[src/rtl/memory_sequencer.sv]
// Acquisition sequencer: fills a circular sample memory while dav is offered, then replays it FIFO.
// Optional MEMSEQ_OVERWRITE_EN: writes while Full overwrite the oldest sample instead of stopping.
module memory_sequencer #(
    parameter int unsigned ADDR_W       = 4,
    parameter logic [7:0]  WRITE_WINDOW = 8'd10,
    parameter logic [7:0]  READ_HOLD    = 8'd2
) (
    input  logic              clock1Hz,
    input  logic              reset,
    input  logic              start,
    input  logic              dav,
    output logic              ack,
    output logic              WriteEnable,
    output logic              MemoryEnable,
    output logic [ADDR_W-1:0] Address,
    output logic              ReadValid,
    output logic [ADDR_W:0]   Count,
    output logic              Full,
    output logic              Empty,
    output logic [1:0]        PresentStateFlag
);

    typedef enum logic [1:0] {
        StIdle  = 2'd0,
        StWrite = 2'd1,
        StRead  = 2'd2,
        StRsvd  = 2'd3
    } state_e;

    localparam logic [ADDR_W:0] Depth    = {1'b1, {ADDR_W{1'b0}}};
    // A zero-length window or hold behaves as a single cycle.
    localparam logic [7:0]      WinLast  = (WRITE_WINDOW == 8'd0) ? 8'd0 : WRITE_WINDOW - 8'd1;
    localparam logic [7:0]      HoldLast = (READ_HOLD == 8'd0) ? 8'd0 : READ_HOLD - 8'd1;

    state_e            state_q, state_d;
    logic [ADDR_W-1:0] wr_ptr_q, wr_ptr_d;
    logic [ADDR_W-1:0] rd_ptr_q, rd_ptr_d;
    logic [ADDR_W:0]   count_q, count_d;
    logic [7:0]        timer_q, timer_d;
    logic [7:0]        hold_q, hold_d;
    logic              full;
    logic              accept;
    logic              write_done;

    assign full             = (count_q == Depth);
    assign Full             = full;
    assign Empty            = (count_q == '0);
    assign Count            = count_q;
    assign PresentStateFlag = state_q;

    always_ff @(posedge clock1Hz or posedge reset) begin
        if (reset) begin
            state_q  <= StIdle;
            wr_ptr_q <= '0;
            rd_ptr_q <= '0;
            count_q  <= '0;
            timer_q  <= '0;
            hold_q   <= '0;
        end else begin
            state_q  <= state_d;
            wr_ptr_q <= wr_ptr_d;
            rd_ptr_q <= rd_ptr_d;
            count_q  <= count_d;
            timer_q  <= timer_d;
            hold_q   <= hold_d;
        end
    end

    always_comb begin
        state_d      = state_q;
        wr_ptr_d     = wr_ptr_q;
        rd_ptr_d     = rd_ptr_q;
        count_d      = count_q;
        timer_d      = '0;
        hold_d       = '0;
        accept       = 1'b0;
        write_done   = 1'b0;
        ack          = 1'b0;
        WriteEnable  = 1'b0;
        MemoryEnable = 1'b0;
        ReadValid    = 1'b0;
        Address      = wr_ptr_q;

        unique case (state_q)
            StIdle: begin
                if (start) state_d = StWrite;
            end
            StWrite: begin
                MemoryEnable = 1'b1;
                timer_d      = timer_q + 8'd1;
`ifdef MEMSEQ_OVERWRITE_EN
                accept = dav;
`else
                accept = dav & ~full;
`endif
                ack         = accept;
                WriteEnable = accept;
                if (accept) begin
                    wr_ptr_d = wr_ptr_q + 1'b1;
                    // Only reachable with overwrite: the oldest sample is dropped.
                    if (full) rd_ptr_d = rd_ptr_q + 1'b1;
                    else      count_d  = count_q + 1'b1;
                end
`ifdef MEMSEQ_OVERWRITE_EN
                write_done = (timer_q == WinLast);
`else
                write_done = (timer_q == WinLast) || (count_d == Depth);
`endif
                if (write_done) state_d = (count_d != '0) ? StRead : StIdle;
            end
            StRead: begin
                MemoryEnable = 1'b1;
                Address      = rd_ptr_q;
                timer_d      = timer_q + 8'd1;
                if (hold_q == HoldLast) begin
                    ReadValid = 1'b1;
                    rd_ptr_d  = rd_ptr_q + 1'b1;
                    count_d   = count_q - 1'b1;
                    if (count_d == '0) state_d = StIdle;
                end else begin
                    hold_d = hold_q + 8'd1;
                end
            end
            default: state_d = StIdle;
        endcase

        if (state_d != state_q) timer_d = '0;
    end

endmodule

[config.mk]
export PLATFORM = sky130hd
export DESIGN_NAME = memory_sequencer
export DESIGN_NICKNAME = d
export VERILOG_FILES = /design/src/rtl/memory_sequencer.sv
export SDC_FILE = /design/constraint.sdc
export NUM_CORES = 1
export LEC_CHECK = 0
export BUFFER_PORTS_ARGS = -buffer_cell sky130_fd_sc_hd__buf_2
export CORE_ASPECT_RATIO = 1.75
export CORE_MARGIN = 3
export CORE_UTILIZATION = 30
export DETAILED_ROUTE_END_ITERATION = 8
export GPL_ROUTABILITY_DRIVEN = 0
export SLEW_MARGIN = 15
export SYNTH_ARGS = -nofsm -noshare
export SYNTH_HDL_FRONTEND = slang
export SYNTH_SLANG_ARGS = --single-unit
[constraint.sdc]
create_clock -name clock1Hz -period 2.14 [get_ports clock1Hz]
set_clock_uncertainty 0.15 [all_clocks]
set_input_delay 0.428 -clock clock1Hz [delete_from_list [all_inputs] [get_ports clock1Hz]]
set_output_delay 0.428 -clock clock1Hz [all_outputs]
set_load 0.005 [all_outputs]
**Yosys cells after proc, flatten, opt, wreduce, memory -nomap -nowiden**

Cells that the tools add are included.

- Bitwise logic cells: 2
- Muxes and demuxes: 24
- Order comparisons: 0
- Reductions and logical operators: 10
- Shift operators: 0
- $mul: 0
- Add/subtract/negate cells: 6
- Div/mod/pow operators: 0
- Eq/ne operators: 10

Operators by type and width:

| kind | number |
|---|---|
| $mux 8 | 4 |
| $mux 5 | 4 |
| $add 8x1->8 const B | 2 |
| $mux 4 | 4 |
| $eq 5x5->1 const B | 2 |
| $logic_not 5->1 | 2 |
| $mux 2 | 5 |
| $pmux 5 s2 | 1 |
| $add 4x1->4 const B | 2 |
| $eq 8x1->1 const B | 1 |
| $eq 8x4->1 const B | 1 |
| $pmux 4 s2 | 1 |
| $ne 2x2->1 const B | 3 |
| $pmux 2 s3 | 1 |
| $add 5x1->5 const B | 1 |
| $reduce_bool 5->1 | 1 |
| $sub 5x1->5 const B | 1 |
| $mux 1 | 4 |
| $reduce_and 2->1 | 2 |
| $reduce_and 4->1 | 1 |
| $eq 2x1->1 const B | 1 |
| $eq 2x2->1 const B | 1 |
| $logic_not 2->1 | 1 |
| $ne 2x2->1 | 1 |
| 5 further kinds | 5 |

- Latch bits: 0
- Memories kept: 0
- Memory bits (writable): 0
- Flip-flop bits (word level): 31
- Logic and storage cells: 58
- Output and inout bits: 17
- Bits in read-only memories: 0

**Longest topological paths before layout**

Gate-level depths: netlist of run 1.

- Depth in word-level cells: 11
- Mapped depth: 10

**Worst setup path before layout of run 1**

OpenSTA, ideal clock, no wires.

- Kind: reg2reg
- From: reg count_q[0], in the netlist Count[0]
- To: reg timer_q[0]
- Stages on the path, launching flop included: 11
- Required time: 1896 ps
- Slack: -161 ps
- Arrival time: 2057 ps
- Path through: dfrtp_1 > inv_1 > ha_1 > nand4bb_4 > inv_2 > o21ai_2 > a21oi_1 > a311o_2 > a21bo_1 > buf_6 > a211oi_1

- Word-level cells in the longest chain between the ends: 11
- Elaborated cells on any way between the ends: 19

RTL lines:

| element | RTL line | text |
|---|---|---|
| start: declaration | 38 | `logic [ADDR_W:0] count_q, count_d;` |
| start signal: assignment | 63 | `count_q <= count_d;` |
| $eq 5x5->1 * | 45 | `assign full = (count_q == Depth);` |
| via Full | 18 | `output logic Full,` |
| $not 1->1 | 94 | `accept = dav & ~full;` |
| $and 1x1->1 | 94 |  |
| $mux 5 * | 98 | `if (accept) begin` |
| $mux 5 * | 84 | `unique case (state_q)` |
| $eq 5x5->1 / $reduce_bool 5->1 (equally long branches) | 107, 109 |  |
| $logic_or 1x1->1 / $mux 2 (equally long branches) | 107, 109 |  |
| $mux 2 * | 109 | `if (write_done) state_d = (count_d != '0) ? StRead : StIdle;` |
| $pmux 2 s3 * | 84 |  |
| $ne 2x2->1 * | 127 | `if (state_d != state_q) timer_d = '0;` |
| $mux 8 * | 127 |  |
| via timer_d[0] | 39 | `logic [7:0] timer_q, timer_d;` |
| end signal: assignment | 64 | `timer_q <= timer_d;` |
| end: declaration | 39 |  |

The timed path passes the listed nets; every way through them passes the cells marked *. The select of a mux whose other input is x is not followed.
A chain may end at the register's enable or synchronous reset.

**Final worst setup path of run 1**

- From: reg count_q[0], in the netlist Count[0]
- To: reg timer_q[7]

- Word-level cells in the longest chain between the ends: 11
- Elaborated cells on any way between the ends: 19

RTL lines:

| element | RTL line |
|---|---|
| parallel branches: the longest is 8 deep, another holds $add 5x1->5 | n/a |
| $pmux 2 s3 * | 84 |
| $ne 2x2->1 * | 127 |
| $mux 8 * | 127 |
| via timer_d[7] | 39 |

Mark *: on every way through the listed nets, which the timed path passes. The select of a mux whose other input is x is not followed.

==> impl_metrics.json, run 1 <==
{
  "synth-async-reset-ratio": 1.00,
  "cts-buffers-inserted": 5,
  "placed_cells": 313,
  "cts_root_buf": "clkbuf_8",
  "core_mm2": 0.00602,
  "routed_wl_um": 4480,
  "io_pins": 21,
  "maxCapViolations": 0,
  "wl_per_cell_um": 13.7,
  "synth_area_mm2": 0.00189,
  "synthTopCellsByArea": "dfrtp_1 41%, ha_1 8.6%, xnor2_1 6.9%",
  "setup_slack_ns": -0.0632,
  "portBuffers": 20,
  "totalPowerFinal_mw": 3.30,
  "h-tree-depth": 2,
  "timing.final.crit_share": 1.03,
  "status": "finished, violations left",
  "cts.sinks": 31,
  "slowest_stage": "dfrtp_2",
  "dieHeight_um": 111,
  "period_needed_ns": 2.20,
  "p_leak_nw": 1.19,
  "drive_gt1_frac": 0.448,
  "ctsHoldBuffers": 0,
  "die_area_mm2": 0.00733,
  "final_cell_mix": "38 x buf_4, 27 x dfrtp_1, 20 x buf_2, 15 x nor2_1, 14 x xnor2_1",
  "yosysWarningCount": 0,
  "crit_arrival_ns": 2.19,
  "ys_seq_elements": 31,
  "start_util": 0.314,
  "grt_max_degree": 32,
  "grt_usage": 0.127,
  "vias": 1561,
  "first_global_vias": 1613,
  "drc": 0,
  "grt_pass1_wl_um": 7310,
  "multiInputGateArea_mm2": 0.00123,
  "final_util": 0.438,
  "violations": "setup timing",
  "critPathMaxStageDelay_ns": 0.45,
  "syn_inst": 189,
  "worstReg2RegEnd": "timer_q[7]$_DFF_PP0_",
  "synth_seq_area_share": 0.410,
  "timing.hold.ws_ns": 0.0784,
  "antenna_found_initial": 0,
  "first_pass_iters": 4,
  "synth_edf_count": 0,
  "hpwlAfterDp_um": 3230,
  "crit_fanout": 8,
  "postRouteAntennaNets": 0,
  "cp.buffers_inverters": 1,
  "timing.rr.start": "Count[0]$_DFFE_PP0P_",
  "synth_top_area_share": 0.410,
  "hold_violations": 0,
  "crit_family": "compound AO/OA/AOI/OAI gates",
  "worstHoldPathType": "input pin to asynchronous set/reset pin",
  "rsz0062_at_grt": "true",
  "cts_tree": "done",
  "clockBufferDepth": 2,
  "clock_latency_ns": 0.28,
  "ys.flop_type": "dfrtp_1",
  "regArea_um2": 781,
  "rrSetupSlack_ns": -0.06,
  "num_rows": 37,
  "fmax_mhz": 454,
  "slew_headroom": 0.639,
  "slew_violations": 0,
  "synth_top_area_cell": "dfrtp_1",
  "final_nets": 267,
  "cp-end-kind": "flop",
  "diodes": 0,
  "ff2ff_path_depth": 7,
  "path_cells": "buf_4 -> nor3_4 -> xor2_2 -> o31a_1 -> o211ai_1 -> a21bo_4 -> a211oi_2",
  "dieWidth_um": 66.0,
  "grt-ovfl-total": 0,
  "nFillCells": 600,
  "finalSetupViolCount": 8,
  "layout_commonest_cell": "buf_4",
  "synth_cell_types": 37,
  "start_kind": "flop",
  "drt-vias-per-instance": 4.76,
  "worstMarginPinSlew_ns": 0.541,
  "synth_area_per_cell_um2": 10.0,
  "power_per_cell_area_mw_per_mm2": 1250,
  "peakVddDrop_mv": 0.698,
  "drtIter0Drc": 27,
  "path_clk_slew_ns": 0.06,
  "required_ns": 2.13,
  "synth_nets": 206,
  "syn_to_final_growth_pct": 39.4,
  "worst-setup-path-type": "flop to flop",
  "instances_no_fill": 328
}
-- cell families after synthesis --
kind of cell | after synthesis | synth area share
compound gates | 30 | 0.113
xor+xnor | 27 | 0.125
simple gates | 64 | 0.185
flops | 31 | 0.410
buf+inv | 19 | 0.0516
mux | 5 | 0.0298
fa+ha+maj | 13 | 0.0860
-- layout make-up --
class,instances,share of cell area
multi-input combinational,139,0.466
sequential,31,0.296
timing repair buffer,59,0.148
tap,78,0.0370
clock buffer,6,0.0313
inverter,14,0.0199
clock inverter,1,0.00190
-- cell usage after synthesis (all sizes together) (2+ instances only) --
master	instances
xor2	12
mux2	5
nor2b	2
a31oi	2
o21ai	5
o31ai	3
nor2	16
dfrtp	31
inv	14
nand2b	2
nand4	5
nor3	6
a21oi	3
a211oi	11
ha	13
and3	3
buf	4
xnor2	15
nand2	15
nand3	10
-- worst reg2reg max path, cell delays in order (launching register included) --
cell and delay (ns):
dfrtp_2 0.45, buf_4 0.17, nor3_4 0.24, xor2_2 0.13, o31a_1 0.28, o211ai_1 0.29, a21bo_4 0.26, a211oi_2 0.09
-- per-stage QoR --
step / worst slack, ns / setup TNS, ns / area [µm²]
floorplan: -0.00924 / -0.0738 / 1910
global placement: -0.0946 / -0.734 / 2290
detailed placement: -0.151 / -1.11 / 2290
CTS: -0.0176 / -0.0807 / 2550
global route: -0.140 / -1.14 / 2640
finish: -0.0632 / -0.433 / 2640
-- layer usage --
| metal | share of wire | wire length [µm] | GRT usage | vias to the layer above |
|---|---|---|---|---|
| met5 | 0 | 0 | 0 | - |
| met4 | 0.030 | 134 | 0.0638 | 0 |
| met3 | 0.026 | 117 | 0.0193 | 11 |
| met2 | 0.55 | 2460 | 0.222 | 21 |
| met1 | 0.40 | 1770 | 0.143 | 752 |
| li1 | - | - | - | 777 |
-- what timing repair did --
item	in CTS	in global routing
endpoints found under the hold margin	0	0
resized for setup	31	10
endpoints found under the setup margin	15	17
buffers inserted	3	7
pin swaps	7	13
-- registers in the layout, summed over array words and instances (netlist names) --
signal	cells
PresentStateFlag	2
timer_q	8
Count	5
wr_ptr_q	4
rd_ptr_q	4
hold_q	8
-- worst max-delay path by stage --
stage                     cells past startpoint                 start  slack, ns              endpoint
after floorplan                              10  Count[1]$_DFFE_PP0P_     -0.009  timer_q[0]$_DFF_PP0_
after global placement                        8  Count[0]$_DFFE_PP0P_      -0.09  timer_q[1]$_DFF_PP0_
after detailed placement                      8  Count[0]$_DFFE_PP0P_      -0.15  timer_q[7]$_DFF_PP0_
after CTS                                     5  timer_q[4]$_DFF_PP0_      -0.02  timer_q[7]$_DFF_PP0_
after global routing                          7  Count[0]$_DFFE_PP0P_      -0.14  timer_q[7]$_DFF_PP0_
final                                         7  Count[0]$_DFFE_PP0P_      -0.06  timer_q[7]$_DFF_PP0_
-- where the power goes --
part           switching [mW]  internal (mW)  leakage (nW)  total, mW
sequential              0.190          0.723         0.406      0.913
combinational           0.963          0.965         0.736       1.93
clock                   0.211          0.252        0.0470      0.463
No activity file was read; power rests on OpenSTA's default activity.
==> inputs of run 2 (changes only) <==
--- a/config.mk
+++ b/config.mk
@@ -11,6 +11,7 @@
 export CORE_UTILIZATION = 30
 export DETAILED_ROUTE_END_ITERATION = 8
 export GPL_ROUTABILITY_DRIVEN = 0
+export RECOVER_POWER = 100
 export SLEW_MARGIN = 15
 export SYNTH_ARGS = -nofsm -noshare
 export SYNTH_HDL_FRONTEND = slang
==> run 2 against run 1 <==
The flow still finishes with violations (setup timing). Worst hold slack better by 0.14 ns. Via count unchanged. Register-to-register slack about the same. Sequential share of layout area barely moved. Total power hardly changed. Die area is the same. Sequential cell count unchanged. Critical endpoint unchanged.
==> impl_metrics.json, run 2 (synthesis gave the netlist of run 1 again) <==
{
  "status": "finished, violations left",
  "violations": "setup timing",
  "fmax_mhz": 454,
  "worstMarginPinSlew_ns": 0.788,
  "grt_max_degree": 32,
  "regArea_um2": 781,
  "layout_commonest_cell": "buf_4",
  "dieHeight_um": 111,
  "cts_root_buf": "clkbuf_8",
  "core_mm2": 0.00602,
  "drtIter0Drc": 27,
  "path_clk_slew_ns": 0.06,
  "drive_gt1_frac": 0.448,
  "grt-ovfl-total": 0,
  "worstReg2RegEnd": "timer_q[7]$_DFF_PP0_",
  "start_util": 0.314,
  "power_per_cell_area_mw_per_mm2": 1250,
  "slew_violations": 0,
  "antenna_found_initial": 0,
  "worstHoldPathType": "input pin to asynchronous set/reset pin",
  "wl_per_cell_um": 13.7,
  "num_rows": 37,
  "postRouteAntennaNets": 0,
  "timing.rr.start": "Count[0]$_DFFE_PP0P_",
  "routed_wl_um": 4480,
  "period_needed_ns": 2.20,
  "portBuffers": 20,
  "cts.sinks": 31,
  "finalSetupViolCount": 8,
  "worst-setup-path-type": "flop to flop",
  "multiInputGateArea_mm2": 0.00123,
  "clockBufferDepth": 2,
  "maxCapViolations": 0,
  "first_global_vias": 1613,
  "first_pass_iters": 4,
  "syn_to_final_growth_pct": 39.3,
  "final_util": 0.438,
  "h-tree-depth": 2,
  "drt-vias-per-instance": 4.76,
  "drc": 0,
  "final_nets": 267,
  "grt_pass1_wl_um": 7310,
  "ff2ff_path_depth": 7,
  "vias": 1561,
  "rsz0062_at_grt": "true",
  "cts-buffers-inserted": 5,
  "dieWidth_um": 66.0,
  "crit_fanout": 8,
  "grt_usage": 0.127,
  "cp-end-kind": "flop",
  "io_pins": 21,
  "crit_arrival_ns": 2.19,
  "totalPowerFinal_mw": 3.30,
  "hold_violations": 0,
  "final_cell_mix": "37 x buf_4, 27 x dfrtp_1, 20 x buf_2, 15 x nor2_1, 14 x xnor2_1",
  "peakVddDrop_mv": 0.698,
  "clock_latency_ns": 0.28,
  "start_kind": "flop",
  "finalSetupTns_ns": -0.433,
  "pre_cts_slack_ns": -0.151,
  "diodes": 0,
  "required_ns": 2.13,
  "cts_tree": "done",
  "hpwlAfterDp_um": 3230,
  "timing.hold.ws_ns": 0.221,
  "rrSetupSlack_ns": -0.06,
  "nFillCells": 600,
  "slew_headroom": 0.475,
  "timing.final.crit_share": 1.03,
  "p_leak_nw": 1.19,
  "die_area_mm2": 0.00733,
  "setup_slack_ns": -0.0632
}
==> run 2: changes by cell type in the layout (fill, tap and decap cells not counted) <==
cell and change:
buf_4 -1, clkbuf_2 +1
==> run 2: layer usage <==
layer | global-route usage | vias up | wire (µm)
met1 | 0.143 | 752 | 1770
met3 | 0.0193 | 11 | 117
met4 | 0.0638 | 0 | 134
li1 | - | 777 | -
met5 | 0 | - | 0
met2 | 0.222 | 21 | 2460
==> run 2: cell type report <==
cell class / instances / area share
multi-input cells: 139 / 0.466
flip-flops and latches: 31 / 0.296
repair buffers: 59 / 0.147
well taps: 78 / 0.0370
clock buffers: 6 / 0.0313
inverters: 14 / 0.0199
clock inverters: 1 / 0.00190
==> run 2: critical path, cell delays in order (launching register included) <==
cell	delay, ns
dfrtp_2	0.45
buf_4	0.16
nor3_4	0.24
xor2_2	0.13
o31a_1	0.28
o211ai_1	0.29
a21bo_4	0.26
a211oi_2	0.09
==> run 2: how the worst max path moves through the flow <==
stage | from | end | slack [ns] | cells after the start
final | Count[0]$_DFFE_PP0P_ | timer_q[7]$_DFF_PP0_ | -0.06 | 7
after global routing | Count[0]$_DFFE_PP0P_ | timer_q[7]$_DFF_PP0_ | -0.14 | 7
after CTS | timer_q[4]$_DFF_PP0_ | timer_q[7]$_DFF_PP0_ | -0.02 | 5
after detailed placement | Count[0]$_DFFE_PP0P_ | timer_q[7]$_DFF_PP0_ | -0.15 | 8
after global placement | Count[0]$_DFFE_PP0P_ | timer_q[1]$_DFF_PP0_ | -0.09 | 8
after floorplan | Count[1]$_DFFE_PP0P_ | timer_q[0]$_DFF_PP0_ | -0.009 | 10
==> run 2: power by group <==
part / switching, mW / internal, mW
combinational: 0.963 / 0.964
clock: 0.211 / 0.252
sequential: 0.190 / 0.723
total: 1.36 / 1.94
==> run 2: repair_timing <==
item	CTS	global route
hold endpoints to repair	0	0
pin swaps	7	13
resized for setup	31	10
gates cloned	0	0
setup endpoints to repair	15	17
hold buffers	0	0
buffers inserted	3	7
==> run 2: per-stage QoR <==
step | instance area [µm²] | instances
4_1_cts | 2550 | 322
3_5_place_dp | 2290 | 313
3_3_place_gp | 2290 | 313
2_1_floorplan | 1910 | 189
6_report | 2640 | 328
5_1_grt | 2640 | 328
==> inputs of run 3 (changes only) <==
--- a/config.mk
+++ b/config.mk
@@ -11,7 +11,7 @@
 export CORE_UTILIZATION = 30
 export DETAILED_ROUTE_END_ITERATION = 8
 export GPL_ROUTABILITY_DRIVEN = 0
-export RECOVER_POWER = 100
+export RECOVER_POWER = 50
 export SLEW_MARGIN = 15
 export SYNTH_ARGS = -nofsm -noshare
 export SYNTH_HDL_FRONTEND = slang
==> constraint.sdc (replaced) <==
create_clock -name clock1Hz -period 2.6 [get_ports clock1Hz]
set_clock_uncertainty 0.15 [all_clocks]
set_input_delay 0.52 -clock clock1Hz [delete_from_list [all_inputs] [get_ports clock1Hz]]
set_output_delay 0.52 -clock clock1Hz [all_outputs]
set_load 0.005 [all_outputs]
==> run 3 against run 2 <==
The flow finishes with violations (capacitance limit, slew limit). Clock power decreased by 14%. Clock-buffer cell count decreased by 1. Combinational power decreased by 48%. Core utilization decreased by 7.8 points. Worst hold slack improved by 0.11 ns. Highest routed layer unchanged.
==> impl_metrics.json, run 3 (synthesis gave the netlist of run 1 again) <==
{
  "postRouteAntennaNets": 0,
  "layout_commonest_cell": "dfrtp_1",
  "gr-usage-met2": 0.206,
  "setup_slack_ns": 0.176,
  "slew_headroom": -0.105,
  "path_cells": "inv_1 -> ha_2 -> nand4bb_4 -> nand3_1 -> inv_2 -> buf_2",
  "grt_usage": 0.115,
  "grt_max_degree": 32,
  "die_area_mm2": 0.00733,
  "start_util": 0.314,
  "grt_pass1_wl_um": 6630,
  "slew_violations": 32,
  "drt-vias-per-instance": 4.86,
  "core_mm2": 0.00602,
  "dieWidth_um": 66.0,
  "crit_start": "Count[1]$_DFFE_PP0P_",
  "grt-ovfl-total": 0,
  "crit_arrival_ns": 1.75,
  "busiest_layer": "met2",
  "swShare": 0.427,
  "rrSetupSlack_ns": 0.18,
  "period_needed_ns": 2.42,
  "dieHeight_um": 111,
  "crit_fanout": 8,
  "first_global_vias": 1425,
  "instances_no_fill": 293,
  "drive_gt1_frac": 0.209,
  "critical_path.endpoint": "WriteEnable",
  "p_int_mw": 1.23,
  "cts_root_buf": "clkbuf_8",
  "syn_to_final_growth_pct": 14.5,
  "placed_cells": 285,
  "p_leak_nw": 0.952,
  "path_clk_slew_ns": 0.08,
  "cp-end-kind": "output pin",
  "maxCapViolations": 1,
  "worstHoldPathType": "flop to flop",
  "slowest_stage": "dfrtp_1",
  "drtIter0Drc": 10,
  "pwr-share-comb": 0.469,
  "portBuffers": 20,
  "peakVddDrop_mv": 0.469,
  "cts.sinks": 31,
  "wl_per_cell_um": 13.2,
  "nFillCells": 643,
  "finalSetupViolCount": 0,
  "pwr-share-seq": 0.347,
  "diodes": 0,
  "worst-setup-path-type": "flop to output pin",
  "cts_tree": "done",
  "pre_cts_slack_ns": 0.109,
  "drc": 0,
  "vias": 1424,
  "hold_violations": 0,
  "hpwlAfterDp_um": 2910,
  "violations": "capacitance limit, slew limit",
  "io_pins": 21,
  "clock_latency_ns": 0.29,
  "power_per_cell_area_mw_per_mm2": 994,
  "status": "finished, violations left",
  "cts-buffers-inserted": 5,
  "first_pass_iters": 5,
  "grt_use_met1": 0.126,
  "p_switching_mw": 0.920,
  "finalSetupTns_ns": 0,
  "totalPowerFinal_mw": 2.15,
  "ff2ff_path_depth": 8,
  "fmax_mhz": 412,
  "num_rows": 37,
  "final_cell_mix": "31 x dfrtp_1, 20 x buf_2, 16 x nor2_1, 15 x xnor2_1, 15 x nand2_1",
  "timing.final.crit_share": 0.932,
  "required_ns": 1.93,
  "worstReg2RegEnd": "timer_q[0]$_DFF_PP0_",
  "final_nets": 231,
  "clockBufferDepth": 2,
  "start_kind": "flop",
  "antenna_found_initial": 0,
  "design_area_mm2": 0.00217,
  "place_area_mm2": 0.00207,
  "h-tree-depth": 2,
  "pwr-share-clk": 0.184,
  "timing.rr.start": "Count[1]$_DFFE_PP0P_",
  "critPathMaxStageDelay_ns": 0.45,
  "worstMarginPinSlew_ns": 1.66,
  "rsz0062_at_grt": "false",
  "routed_wl_um": 3870,
  "met3_usage": 0.0183
}
## run 3: cell count changes in the layout (fill, tap and decap cells not counted), moves of 4 or more
cell / before / now
dfrtp_1: 27 / 31
a211oi_1: 3 / 10
buf_4: 37 / 1
ha_1: 8 / 12
a211oi_2: 8 / 1
ha_4: 4 / 0
dfrtp_2: 4 / 0
## run 3: layer usage
metal	routed length, µm	vias up
li1	-	703
met4	91	0
met5	0	-
met2	2100	32
met3	118	6
met1	1560	683
## run 3: how the worst min path moves through the flow
stage,slack [ns],end,cells past startpoint,startpoint
2_1_floorplan,0.29,rd_ptr_q[3]$_DFFE_PP0P_,1,rd_ptr_q[3]$_DFFE_PP0P_
3_3_place_gp,0.31,rd_ptr_q[3]$_DFFE_PP0P_,1,rd_ptr_q[3]$_DFFE_PP0P_
3_5_place_dp,0.32,wr_ptr_q[3]$_DFFE_PP0P_,1,wr_ptr_q[3]$_DFFE_PP0P_
4_1_cts,0.17,hold_q[7]$_DFF_PP0_,3,reset
5_1_grt,0.34,rd_ptr_q[3]$_DFFE_PP0P_,1,rd_ptr_q[3]$_DFFE_PP0P_
6_report,0.33,wr_ptr_q[3]$_DFFE_PP0P_,1,wr_ptr_q[3]$_DFFE_PP0P_
## run 3: power by group through the flow
| stage | Sequential, mW | Clock, mW | Combinational (mW) |
|---|---|---|---|
| finish | 0.746 | 0.397 | 1.01 |
| global route | 0.771 | 0.436 | 1.15 |
| CTS | 0.748 | 0.413 | 1.01 |
| detailed placement | 0.756 | 0 | 1.01 |
| global placement | 0.752 | 0 | 1.00 |
| floorplan | 0.709 | 0 | 0.792 |
## run 3: what timing repair did
item / CTS / global route
hold buffers: 0 / 0
gates resized for setup: 0 / 4
setup buffers: 0 / 0
setup endpoints to repair: 0 / 11
## run 3: critical path, delay by kind of cell (launching register included)
kind,cells,cell delay (ns)
adders and majority gates,1,0.26
buffers and inverters,3,0.40
DFF,1,0.45
and+or+nand+nor,2,0.35
## run 3: per-stage QoR
stage / hold slack [ns] / utilization
2_1_floorplan: 0.290 / -
3_3_place_gp: 0.311 / 0.343
3_5_place_dp: 0.315 / 0.343
4_1_cts: 0.166 / 0.359
5_1_grt: 0.344 / 0.360
6_report: 0.326 / 0.360
## run 3: area by class of cell
type / count / area, µm² / area share
well taps: 78 / 97.6 / 0.0451
repair buffers: 23 / 115 / 0.0531
clock buffers: 5 / 68.8 / 0.0318
inverters: 14 / 52.6 / 0.0243
clock inverters: 3 / 23.8 / 0.0110
multi-input cells: 139 / 1030 / 0.477
flip-flops and latches: 31 / 776 / 0.358
